### src/rtl/adc_cfg_sequencer.sv
// adc_cfg_sequencer: ADC344x reset pulse + SPI register-table bring-up.
// Optional verify pass: define ADC_CFG_READBACK_EN.
module adc_cfg_sequencer #(
  parameter int C_SclkDiv     = 4,
  parameter int C_RstPulseCyc = 100,
  parameter int C_RstWaitCyc  = 1000,
  parameter int C_CsGapCyc    = 8,
  parameter int C_TblDepth    = 16,
  parameter int C_AutoStart   = 1
) (
  input  logic        SysClk,
  input  logic        SysRst_n,
  input  logic        CfgStart,
  output logic [7:0]  TblAddr,
  input  logic [19:0] TblData,
  output logic        ADC_SCLK,
  output logic        ADC_CS,
  output logic        ADC_MOSI,
  input  logic        ADC_MISO,
  output logic        ADC_RESET,
  output logic        ADC_PDN,
  output logic        AdcIntrfcRst,
  output logic        CfgBusy,
  output logic        CfgDone,
  output logic        CfgErr,
  output logic [7:0]  ErrIdx
);

  typedef enum logic [2:0] {
    S_IDLE, S_RST_PULSE, S_RST_WAIT,
    S_FETCH, S_SHIFT, S_GAP, S_DONE
  } state_t;

  localparam int CW = 20;
  localparam logic [CW-1:0] L_PULSE = CW'(C_RstPulseCyc - 1);
  localparam logic [CW-1:0] L_WAIT  = CW'(C_RstWaitCyc - 1);
  localparam logic [CW-1:0] L_HALF  = CW'(C_SclkDiv - 1);
  localparam logic [CW-1:0] L_GAP   = CW'(C_CsGapCyc - 1);
  localparam logic [7:0]    L_LAST  = 8'(C_TblDepth - 1);
  localparam logic [5:0]    L_PHEND = 6'd49;

  state_t          r_state;
  logic [CW-1:0]   r_cnt;
  logic [5:0]      r_ph;
  logic [22:0]     r_sh;
  logic            r_fw;
  logic            r_auto;
  logic            r_sclk;
  logic            r_cs;
  logic            r_mosi;
  logic            r_rst;
  logic            r_irst;
  logic            r_busy;
  logic            r_done;
  logic [7:0]      r_addr;

  logic            w_vfy;
  logic            w_start;
  logic            w_load;
  logic [23:0]     w_frame;
  logic [5:0]      w_ph_nx;

`ifdef ADC_CFG_READBACK_EN
  localparam logic [5:0] L_PHRD = 6'd33;
  logic            r_vfy;
  logic [7:0]      r_exp;
  logic [7:0]      r_rd;
  logic            r_err;
  logic [7:0]      r_eidx;
  assign w_vfy  = r_vfy;
  assign CfgErr = r_err;
  assign ErrIdx = r_eidx;
`else
  logic            w_unused;
  assign w_vfy    = 1'b0;
  assign CfgErr   = 1'b0;
  assign ErrIdx   = 8'h00;
  assign w_unused = ADC_MISO;
`endif

  assign w_start = ((r_state == S_IDLE) || (r_state == S_DONE))
                 && (CfgStart || r_auto);
  // Entry 0's address has been stable since start, so its fetch
  // folds into the last wait cycle and CS falls exactly on time.
  assign w_load  = ((r_state == S_RST_WAIT) && (r_cnt == L_WAIT))
                 || ((r_state == S_FETCH) && r_fw);
  assign w_frame = w_vfy ? {4'b1000, TblData[19:8], 8'h00}
                         : {4'b0000, TblData};
  assign w_ph_nx = r_ph + 6'd1;

  assign TblAddr      = r_addr;
  assign ADC_SCLK     = r_sclk;
  assign ADC_CS       = r_cs;
  assign ADC_MOSI     = r_mosi;
  assign ADC_RESET    = r_rst;
  assign ADC_PDN      = 1'b0;
  assign AdcIntrfcRst = r_irst;
  assign CfgBusy      = r_busy;
  assign CfgDone      = r_done;

  // Sequencer FSM with registered SPI and status outputs.
  always_ff @(posedge SysClk or negedge SysRst_n) begin
    if (!SysRst_n) begin
      r_state <= S_IDLE;
      r_cnt   <= '0;
      r_ph    <= '0;
      r_sh    <= '0;
      r_fw    <= 1'b0;
      r_auto  <= (C_AutoStart != 0);
      r_sclk  <= 1'b0;
      r_cs    <= 1'b1;
      r_mosi  <= 1'b0;
      r_rst   <= 1'b0;
      r_irst  <= 1'b1;
      r_busy  <= 1'b0;
      r_done  <= 1'b0;
      r_addr  <= '0;
`ifdef ADC_CFG_READBACK_EN
      r_vfy   <= 1'b0;
      r_exp   <= '0;
      r_rd    <= '0;
      r_err   <= 1'b0;
      r_eidx  <= '0;
`endif
    end else begin
      r_auto <= 1'b0;
      case (r_state)
        S_IDLE, S_DONE: begin
          if (w_start) begin
            r_state <= S_RST_PULSE;
            r_cnt   <= '0;
            r_busy  <= 1'b1;
            r_done  <= 1'b0;
            r_irst  <= 1'b1;
            r_addr  <= '0;
            r_rst   <= 1'b1;
`ifdef ADC_CFG_READBACK_EN
            r_vfy   <= 1'b0;
            r_err   <= 1'b0;
            r_eidx  <= '0;
`endif
          end
        end
        S_RST_PULSE: begin
          if (r_cnt == L_PULSE) begin
            r_rst   <= 1'b0;
            r_cnt   <= '0;
            r_state <= S_RST_WAIT;
          end else begin
            r_cnt <= r_cnt + CW'(1);
          end
        end
        S_RST_WAIT: begin
          r_cnt <= r_cnt + CW'(1);
        end
        S_FETCH: begin
          r_fw <= 1'b1;
        end
        S_SHIFT: begin
          if (r_cnt != L_HALF) begin
            r_cnt <= r_cnt + CW'(1);
          end else begin
            r_cnt <= '0;
            r_ph  <= w_ph_nx;
            if (w_ph_nx == L_PHEND) begin
              r_cs    <= 1'b1;
              r_mosi  <= 1'b0;
              r_state <= S_GAP;
`ifdef ADC_CFG_READBACK_EN
              if (r_vfy && (r_rd != r_exp) && !r_err) begin
                r_err  <= 1'b1;
                r_eidx <= r_addr;
              end
`endif
            end else if (w_ph_nx[0]) begin
              r_sclk <= 1'b1;
`ifdef ADC_CFG_READBACK_EN
              if (w_ph_nx >= L_PHRD)
                r_rd <= {r_rd[6:0], ADC_MISO};
`endif
            end else begin
              r_sclk <= 1'b0;
              r_mosi <= r_sh[22];
              r_sh   <= {r_sh[21:0], 1'b0};
            end
          end
        end
        S_GAP: begin
          if (r_cnt != L_GAP) begin
            r_cnt <= r_cnt + CW'(1);
          end else begin
            r_cnt <= '0;
            r_fw  <= 1'b0;
            if (r_addr != L_LAST) begin
              r_addr  <= r_addr + 8'd1;
              r_state <= S_FETCH;
            end
`ifdef ADC_CFG_READBACK_EN
            else if (!r_vfy) begin
              r_vfy   <= 1'b1;
              r_addr  <= '0;
              r_state <= S_FETCH;
            end
`endif
            else begin
              r_state <= S_DONE;
              r_done  <= 1'b1;
              r_busy  <= 1'b0;
              r_irst  <= 1'b0;
            end
          end
        end
        default: r_state <= S_IDLE;
      endcase
      if (w_load) begin
        r_state <= S_SHIFT;
        r_cnt   <= '0;
        r_ph    <= '0;
        r_cs    <= 1'b0;
        r_mosi  <= w_frame[23];
        r_sh    <= w_frame[22:0];
`ifdef ADC_CFG_READBACK_EN
        r_exp   <= TblData[7:0];
`endif
      end
    end
  end

endmodule
### config.mk
export PLATFORM = sky130hd
export DESIGN_NAME = adc_cfg_sequencer
export DESIGN_NICKNAME = d
export VERILOG_FILES = /design/src/rtl/adc_cfg_sequencer.sv
export SDC_FILE = /design/constraint.sdc
export NUM_CORES = 1
export LEC_CHECK = 0
export CAP_MARGIN = 30
export CORE_ASPECT_RATIO = 0.9
export CORE_UTILIZATION = 56
export DETAILED_ROUTE_END_ITERATION = 6
export PLACE_DENSITY = 0.8
export SLEW_MARGIN = 0
export SYNTH_ARGS = -nofsm -noshare
export SYNTH_HDL_FRONTEND = slang
export SYNTH_SLANG_ARGS = --single-unit
### constraint.sdc
create_clock -name SysClk -period 3.5 [get_ports SysClk]
set_clock_uncertainty 0.1 [all_clocks]
set_input_delay 0.7 -clock SysClk [delete_from_list [all_inputs] [get_ports SysClk]]
set_output_delay 0.7 -clock SysClk [all_outputs]
set_load 0.005 [all_outputs]
==> flow_summary.ini, run 1 <==
[status]
status = finished clean

[synth]
yosysMostFrequentCell = dfrtp_1
synth_top_cell_area_share_pct = 43.26
synth_area_leaders = dfrtp_1 (43%), nor2_1 (3.4%), o22a_1 (3.4%)
async_flop_share_pct = 100.0
synthCells = 399
ys_seq_elements = 69
synth-edff-count = 0
ys_warn_count = 0
synth_commonest_cells = dfrtp_1 (66), nor2_1 (35), nand2_1 (33)
syn_avg_cell_area_um2 = 9.567
synth-seq-area-share_pct = 45.33
synth_ff_type = dfrtp_1
synth_top_area_cell = dfrtp_1
ys_types = 58
syn_area_um2 = 3817

[die]
die_height_um = 80.33
fp.dieArea_um2 = 7151
io_pins = 49
die_w_um = 89.03
coreArea_um2 = 6586
initial_core_util_pct = 57.96
core.rowCount = 28

[pwr]
p_total_mw = 1.507
power_density_nw_per_um2 = 339.6
p_leak_nw = 1.968
vdd_drop_max_mv = 0.2563

[global_route]
grtUsageMet3_pct = 5.653
antenna_found_initial = 0
grt_pass1_vias = 3064
grt_max_degree = 30
use_met1_pct = 33.44
grt_pass1_wl_um = 13940
grtUsageMet2_pct = 41.46
grtUsageTotal_pct = 25.44
busiest_layer = met2
grt.overflow.total = 0

[critical_path]
worst_setup_path_start_kind = flip-flop
path_cells = ha_1 > or3b_1 > or4_1 > o41ai_2 > o221ai_1 > buf_4 > a31o_2 > a22o_1
crit_path_top_delay_cell = or4_1
crit_required_ns = 3.64
critPathArrivalTime_ns = 3.31
crit_path_max_incr_delay_ns = 0.49
worstRegToRegCells = 8
end_kind = flip-flop
critical_path_class = reg2reg
crit_fanout = 10

[cells_and_area]
nets = 466
final_layout_size_suffix_gt1_share_pct = 10.41
antenna_cells = 0
stdcell_count = 532
fillers = 521
fin_area_um2 = 4438
areaGrowthSynthToFinish_pct = 16.26

[cts]
worstSkewPairLatency_ns = 0.35
cts_setup_buffers = 0
clock-sinks = 69
cts_tree = yes
ctsHoldBuffers = 0
cts_made_buffers = 9
clkSlewWorstSetupHoldPaths_ns = 0.08
cts.repair.resized = 0
cts_buffer_depth = 2
root_buffer = clkbuf_8
htree_levels = 3

[drt]
dr.pass1.iters = 5
viasPerCell = 5.996
detail-route-antenna-nets = 0
wirelength_um = 8139
drt_iter0_drc = 254
route.detailed.drc = 0
via_count = 3190
routedWlPerCell_um = 15.30

[timing]
finalSetupTns_ns = 0
grt_setup_unrepaired = no
max_freq_ghz = 0.3148
fin_crit_ns = 3.177
hold_viol = 0
tightest_slew_ns = 0.7860
finalMaxSlewViolations = 0
relSlewSlack_pct = 47.60
setup_viol = 0
min_period_over_period_pct = 90.77

[min_path]
hp-class = in2async

[place]
gp_congestion = 0.8313
place_area_um2 = 4239
dp.cells = 516
dp_hpwl_um = 5533
io_buffers = 37

[flow_run]
cap_violations = 0
==> layer usage <==
| metal | share of wire, % | routed length (um) |
|---|---|---|
| met1 | 47 | 3817 |
| met2 | 47 | 3813 |
| met3 | 4.7 | 383 |
| met4 | 1.5 | 125 |
| met5 | 0 | 0 |
==> worst max-delay path, delay by kind of cell, from the launching register on <==
kind / cells / cell delay, ns
fa+ha+maj: 1 / 0.25
flops: 1 / 0.45
simple gates: 2 / 0.89
compound gates: 4 / 1.12
buf+inv: 1 / 0.25
==> cells in the final DEF, fill, tap and decap left out, drive strengths merged, types with 10 or more instances in the layout <==
master          n
dfrtp          66
o21a           16
nand4          10
nand2          34
o21ai          13
buf            14
nor2           35
nand3          21
inv            16
xor2           11
clkdlybuf4s50  36
o22a           15
conb           11
==> final timing paths <==
path,startpoint,endpoint,slack (ns)
min,SysRst_n,r_cnt[6],0.28
max reg2reg,r_cnt[0],r_cnt[8],0.32
min reg2reg,CfgDone,CfgDone,0.38
min in group SysClk,CfgDone,CfgDone,0.38
max in group asynchronous,SysRst_n,ADC_CS,2.22
max,r_cnt[0],r_cnt[8],0.32
==> metrics by stage <==
step	utilization, %	setup slack, ns	hold WS (ns)
6_report	67.38	0.3232	0.2825
5_1_grt	67.38	0.1743	0.3216
4_1_cts	67.38	0.3333	0.2911
3_5_place_dp	64.36	0.3579	0.3728
3_3_place_gp	64.36	0.3762	0.3646
2_1_floorplan	-	0.6402	0.3044
==> report_power, final <==
group          total, mW  switching (mW)  leakage, nW  internal, mW
Combinational     0.0510          0.0246         1.03        0.0265
Clock              0.655           0.324       0.0918         0.331
Sequential         0.801         0.00118        0.851         0.800
==> final cells by class <==
type / instances / area [um2] / share of cell area, %
multi-input cells: 292 / 1877 / 42.29
flip-flops and latches: 69 / 1730 / 38.99
repair buffers: 50 / 462.9 / 10.43
clock buffers: 9 / 123.9 / 2.791
well taps: 90 / 112.6 / 2.537
clock inverters: 7 / 75.07 / 1.692
inverters: 15 / 56.30 / 1.269
==> cells by family after synthesis <==
kind of cell    share of synthesized area [%]
fa+ha+maj                               1.639
flops                                   45.33
other cells                           0.09823
simple gates                            20.32
compound gates                          20.72
xor+xnor                                2.753
buf+inv                                 6.489
mux                                     2.655
==> sequential cells by signal, summed over array words and instances (netlist names) <==
register	flops
r_fw	1
ADC_SCLK	1
r_sh	23
ADC_CS	1
CfgDone	1
r_state	3
ADC_RESET	1
ADC_MOSI	1
TblAddr	8
r_cnt	20
AdcIntrfcRst	1
r_ph	6
CfgBusy	1
r_auto	1
Power figures use the tool's default switching activity.
==> run 2: changes to the inputs <==
Settings changed: GPL_TIMING_DRIVEN from default to 0, RECOVER_POWER from default to 100.
==> run 2 against run 1 <==
  * The flow now finishes with violations (capacitance limit, slew limit)
  * Maximum frequency shrank 4.1%
  * Critical path depth grew 2
  * Total power shrank 4.0%
  * Wire length grew 4.1%
  * Sequential share of layout area shrank 0.65 points
  * Clock-buffer cell count grew 3
  * Sequential cell count is the same
  * First-iteration DRC count shrank 27%
  * Critical endpoint is now r_cnt[16]
  * Largest power group unchanged
  * Highest routed layer unchanged
==> flow_summary.ini, run 2 (synthesis gave the netlist of run 1 again) <==
[status]
status = finished, violations left
violations = capacitance limit, slew limit

[cells_and_area]
areaGrowthSynthToFinish_pct = 18.22
regMostFlops = r_sh
largest_reg_flops = 23
layout_common_cells = dfrtp_1 (66), nor2_1 (35), nand2_1 (32)
final_common_cell = dfrtp_1
fin_area_um2 = 4513
final_layout_size_suffix_gt1_share_pct = 11.04
antenna_cells = 0
nets = 486
stdcell_count = 552
fillers = 532

[timing]
max_freq_ghz = 0.3019
grt_setup_unrepaired = no
min_period_over_period_pct = 94.65
tightest_slew_ns = 1.669
finalMaxSlewViolations = 70
finalSetupTns_ns = 0
fin_crit_ns = 3.313
setup_viol = 0
relSlewSlack_pct = -11.27
hold_viol = 0

[die]
io_pins = 49
core.rowCount = 28
coreArea_um2 = 6586
die_w_um = 89.03
die_height_um = 80.33
initial_core_util_pct = 57.96
fp.dieArea_um2 = 7151

[critical_path]
crit_fanout = 10
r2r_slack_ns = 0.19
path_cells = ha_1 > or3b_1 > or4_1 > buf_2 > o41ai_2 > o221ai_1 > buf_2 > buf_6 > a32oi_1 > o31ai_1
end_kind = flip-flop
path_buf_inv = 3
critPathArrivalTime_ns = 3.43
crit_required_ns = 3.62
cp_common_cell = buf_2
crit_path_top_delay_cell = dfrtp_1
critical_path_class = reg2reg
critical-path-top-delay-family = compound AO/OA/AOI/OAI gates
worstReg2RegStart = r_cnt[0]
crit_path_max_incr_delay_ns = 0.46
worst_setup_path_start_kind = flip-flop
r2r_end = r_cnt[16]
worstRegToRegCells = 10

[drt]
route.detailed.drc = 0
drt_iter0_drc = 186
via_count = 3266
dr.pass1.iters = 5
routedWlPerCell_um = 15.35
detail-route-antenna-nets = 0
wirelength_um = 8471
viasPerCell = 5.917

[flow_run]
cap_violations = 1

[pwr]
p_leak_nw = 2.051
power_density_nw_per_um2 = 320.7
p_total_mw = 1.447
comb_power_share_pct = 3.9
p_clk_share_pct = 40.7
switching_share_pct = 22.33
seqPwrFrac_pct = 55.4
vdd_drop_max_mv = 0.2642
p_switching_mw = 0.3232
internal-power_mw = 1.124

[min_path]
hp-class = reg2reg
min_path_cells = 1
min_to = r_sh[19]
min_from = r_sh[19]

[cts]
cts_made_buffers = 9
htree_levels = 3
cts_buffer_depth = 2
cts_tree = yes
clock-sinks = 69
worstSkewPairLatency_ns = 0.35
clkSlewWorstSetupHoldPaths_ns = 0.08
root_buffer = clkbuf_8
ctsHoldBuffers = 0

[global_route]
grt_pass1_wl_um = 14140
grtUsageTotal_pct = 26.07
grt_max_degree = 70
grt_pass1_vias = 3016
antenna_found_initial = 0
grt.overflow.total = 0

[place]
dp_hpwl_um = 5936
gp_congestion = 0.8755
dp.cells = 536
io_buffers = 37
place_area_um2 = 4335
[run 2: cell types whose count changed in the layout (fill, tap and decap cells not counted), sizes merged]
cell           delta
inv               -1
bufinv            -1
clkdlybuf4s50    -15
clkinvlp          -2
clkinv            +1
buf               +3
dlygate4sd3      +15
clkbuf           +20
[run 2: cell type report]
type                    count  area, um2  share of cell area [%]
well taps                  90      112.6                   2.495
clock buffers              12      155.1                   3.438
inverters                  15      56.30                   1.248
plain buffers              33      185.2                   4.103
multi-input cells         292       1886                   41.78
flip-flops and latches     69       1730                   38.34
clock inverters             4      22.52                  0.4990
repair buffers             37      365.4                   8.095
[run 2: how the worst max path moves through the flow]
stage                  start  slack (ns)  cells past startpoint   endpoint
detailed placement  r_cnt[0]        0.08                      9  r_cnt[15]
floorplan           r_cnt[0]        0.64                      9   r_sh[19]
global placement    SysRst_n       -0.70                      1  r_cnt[14]
global route        r_cnt[0]        0.02                      9   r_sh[12]
CTS                 r_cnt[0]        0.04                      9  r_cnt[19]
finish              r_cnt[0]        0.19                     10  r_cnt[16]
[run 2: what timing repair did]
action / CTS / global route
endpoints found under the setup margin: 0 / 30
hold endpoints to repair: 0 / 0
buffers inserted: 0 / 0
gates resized for setup: 0 / 2
[run 2: power by group through the flow]
stage | Clock [mW] | Sequential, mW | Combinational [mW]
finish | 0.589 | 0.802 | 0.0564
detailed placement | 0 | 0.817 | 0.0583
global route | 0.637 | 0.801 | 0.0648
floorplan | 0 | 0.817 | 0.0134
global placement | 0 | 0.817 | 0.0584
CTS | 0.600 | 0.802 | 0.0585
[run 2: metrics by stage]
stage	hold WS (ns)	util [%]	worst slack (ns)
CTS	0.3817	68.52	0.04096
finish	0.3925	68.52	0.1873
detailed placement	0.3800	65.82	0.07702
global route	0.4008	68.52	0.02384
floorplan	0.3044	-	0.6402
global placement	0.3634	65.86	-0.7004
[run 2: per-layer routing]
layer / global-route usage (%) / up-vias / wire length (um)
met3: 6.783 / 6 / 505
met1: 34.95 / 1589 / 3850
met2: 41.31 / 108 / 4043
li1: - / 1563 / -
met5: 0 / - / 0
met4: 8.254 / 0 / 72
==> run 3: changes to the inputs <==
Settings changed: CAP_MARGIN 30 to 10, CORE_UTILIZATION 56 to 40, PLACE_DENSITY 0.8 to 0.6.
==> run 3 against run 2 <==
  * The run still ends with capacitance limit, slew limit left
  * Critical path depth did not move
  * First-iteration DRC count fell by 5.9%
  * Maximum frequency rose by 2.6%
  * Sequential cell count did not move
  * Die area rose by 39%
  * Via count fell by 3.4%
  * Core utilization fell by 19 points
  * Highest routed layer unchanged
==> flow_summary.ini, run 3 (synthesis gave the netlist of run 1 again) <==
[drt]
routedWlPerCell_um = 14.25
wirelength_um = 8339
drt_iter0_drc = 175
viasPerCell = 5.391
route.detailed.drc = 0
detail-route-antenna-nets = 0
via_count = 3154
dr.pass1.iters = 4

[critical_path]
r2r_slack_ns = 0.27
worstReg2RegStart = r_cnt[0]
r2r_end = r_cnt[16]
crit_fanout = 10
critPathArrivalTime_ns = 3.35
critical_path_class = reg2reg
end_kind = flip-flop
crit_required_ns = 3.62
worstRegToRegCells = 10
worst_setup_path_start_kind = flip-flop

[die]
fp.dieArea_um2 = 9939
io_pins = 49
core.rowCount = 33
die_w_um = 105.0
coreArea_um2 = 9208
initial_core_util_pct = 41.46
die_height_um = 94.68

[timing]
grt_setup_unrepaired = no
hold_viol = 0
tightest_slew_ns = 1.957
setup_viol = 0
max_freq_ghz = 0.3097
fin_crit_ns = 3.229
min_period_over_period_pct = 92.26
relSlewSlack_pct = -30.47
finalMaxSlewViolations = 36

[pwr]
seqPwrFrac_pct = 52.8
internal-power_mw = 1.164
power_density_nw_per_um2 = 331.2
vdd_drop_max_mv = 0.2317
comb_power_share_pct = 3.8
p_clk_share_pct = 43.4
p_switching_mw = 0.3525
p_leak_nw = 2.064
p_total_mw = 1.516
switching_share_pct = 23.25

[status]
violations = capacitance limit, slew limit
status = finished, violations left

[global_route]
grt_pass1_wl_um = 14380
grt_max_degree = 36
grt.overflow.total = 0
grtUsageTotal_pct = 18.40
antenna_found_initial = 0
grt_pass1_vias = 2942

[cts]
cts_made_buffers = 9
clock-sinks = 69
cts_tree = yes
worstSkewPairLatency_ns = 0.35
cts_buffer_depth = 2
clkSlewWorstSetupHoldPaths_ns = 0.08
htree_levels = 3
root_buffer = clkbuf_8
cts_setup_buffers = 0

[place]
dp_hpwl_um = 5928
place_area_um2 = 4395
gp_congestion = 0.8222
io_buffers = 37

[min_path]
min_to = CfgDone
min_path_cells = 1
hp-class = reg2reg
min_from = CfgDone

[cells_and_area]
largest_reg_flops = 23
final_layout_size_suffix_gt1_share_pct = 11.23
layout_common_cells = dfrtp_1 (66), nor2_1 (35), nand2_1 (32)
fillers = 896
areaGrowthSynthToFinish_pct = 19.93
multi_input_area_um2 = 1886
antenna_cells = 0
fin_area_um2 = 4578
regMostFlops = r_sh
final_common_cell = dfrtp_1
ff_latch_area_um2 = 1730
nets = 487

[flow_run]
cap_violations = 1
## run 3: cell types whose count changed in the layout (fill, tap and decap cells not counted)
cell        change
bufinv_16       +1
clkbuf_8        -2
clkinv_2        -1
clkinv_4        +3
clkinvlp_4      -1
inv_6           +1
## run 3: final cells by class
type / count / share of cell area, %
sequential: 69 / 37.80
clock buffer: 9 / 2.706
inverter: 15 / 1.230
timing repair buffer: 38 / 8.062
buffer: 33 / 4.045
multi-input combinational: 292 / 41.19
tap: 122 / 3.334
clock inverter: 7 / 1.640
## run 3: layer usage
layer  vias to the layer above  routed length [um]  track usage, %
li1                       1565                   -               -
met1                      1512                4117           25.20
met2                        67                3759           29.14
met3                        10                 359           4.210
met4                         0                 103           5.634
met5                         -                   0               0
## run 3: power by group through the flow
stage	Sequential (mW)	Clock, mW	Combinational (mW)
after detailed placement	0.817	0	0.0623
after global routing	0.801	0.707	0.0650
final	0.801	0.658	0.0576
after floorplan	0.817	0	0.0134
after global placement	0.817	0	0.0595
after CTS	0.801	0.680	0.0626
## run 3: worst max-delay path, cell delays in order, from the launching register on
cell and delay (ns):
dfrtp_1 0.45, ha_1 0.25, or3b_1 0.38, or4_1 0.41, buf_2 0.19, o41ai_2 0.42
o221ai_1 0.21, buf_2 0.24, buf_6 0.17, a32oi_1 0.18, o31ai_1 0.10
## run 3: what timing repair did
action	CTS	global route
setup endpoints to repair	0	30
resized for setup	0	2
hold buffers	0	0
hold endpoints to repair	0	0
## run 3: worst max-delay path by stage
stage / from / to / slack (ns) / depth (start not counted)
after global placement: SysRst_n / r_sh[9] / -0.88 / 1
after global routing: r_cnt[0] / r_sh[18] / 0.02 / 9
after detailed placement: r_cnt[0] / r_cnt[7] / 0.09 / 9
after CTS: r_cnt[0] / r_cnt[7] / 0.06 / 9
after floorplan: r_cnt[0] / r_sh[19] / 0.64 / 9
final: r_cnt[0] / r_cnt[16] / 0.27 / 10
## run 3: through the flow
stage               setup WS, ns  hold WS (ns)  setup TNS [ns]  util, %  instances
finish                    0.2708        0.3718               0    49.72        585
global route             0.01904        0.3870               0    49.72        585
CTS                      0.05554        0.2137               0    49.90        585
detailed placement       0.09111        0.3666               0    47.74        569
global placement         -0.8781        0.3685          -57.74    47.55        568
floorplan                 0.6402        0.3044               0        -        409
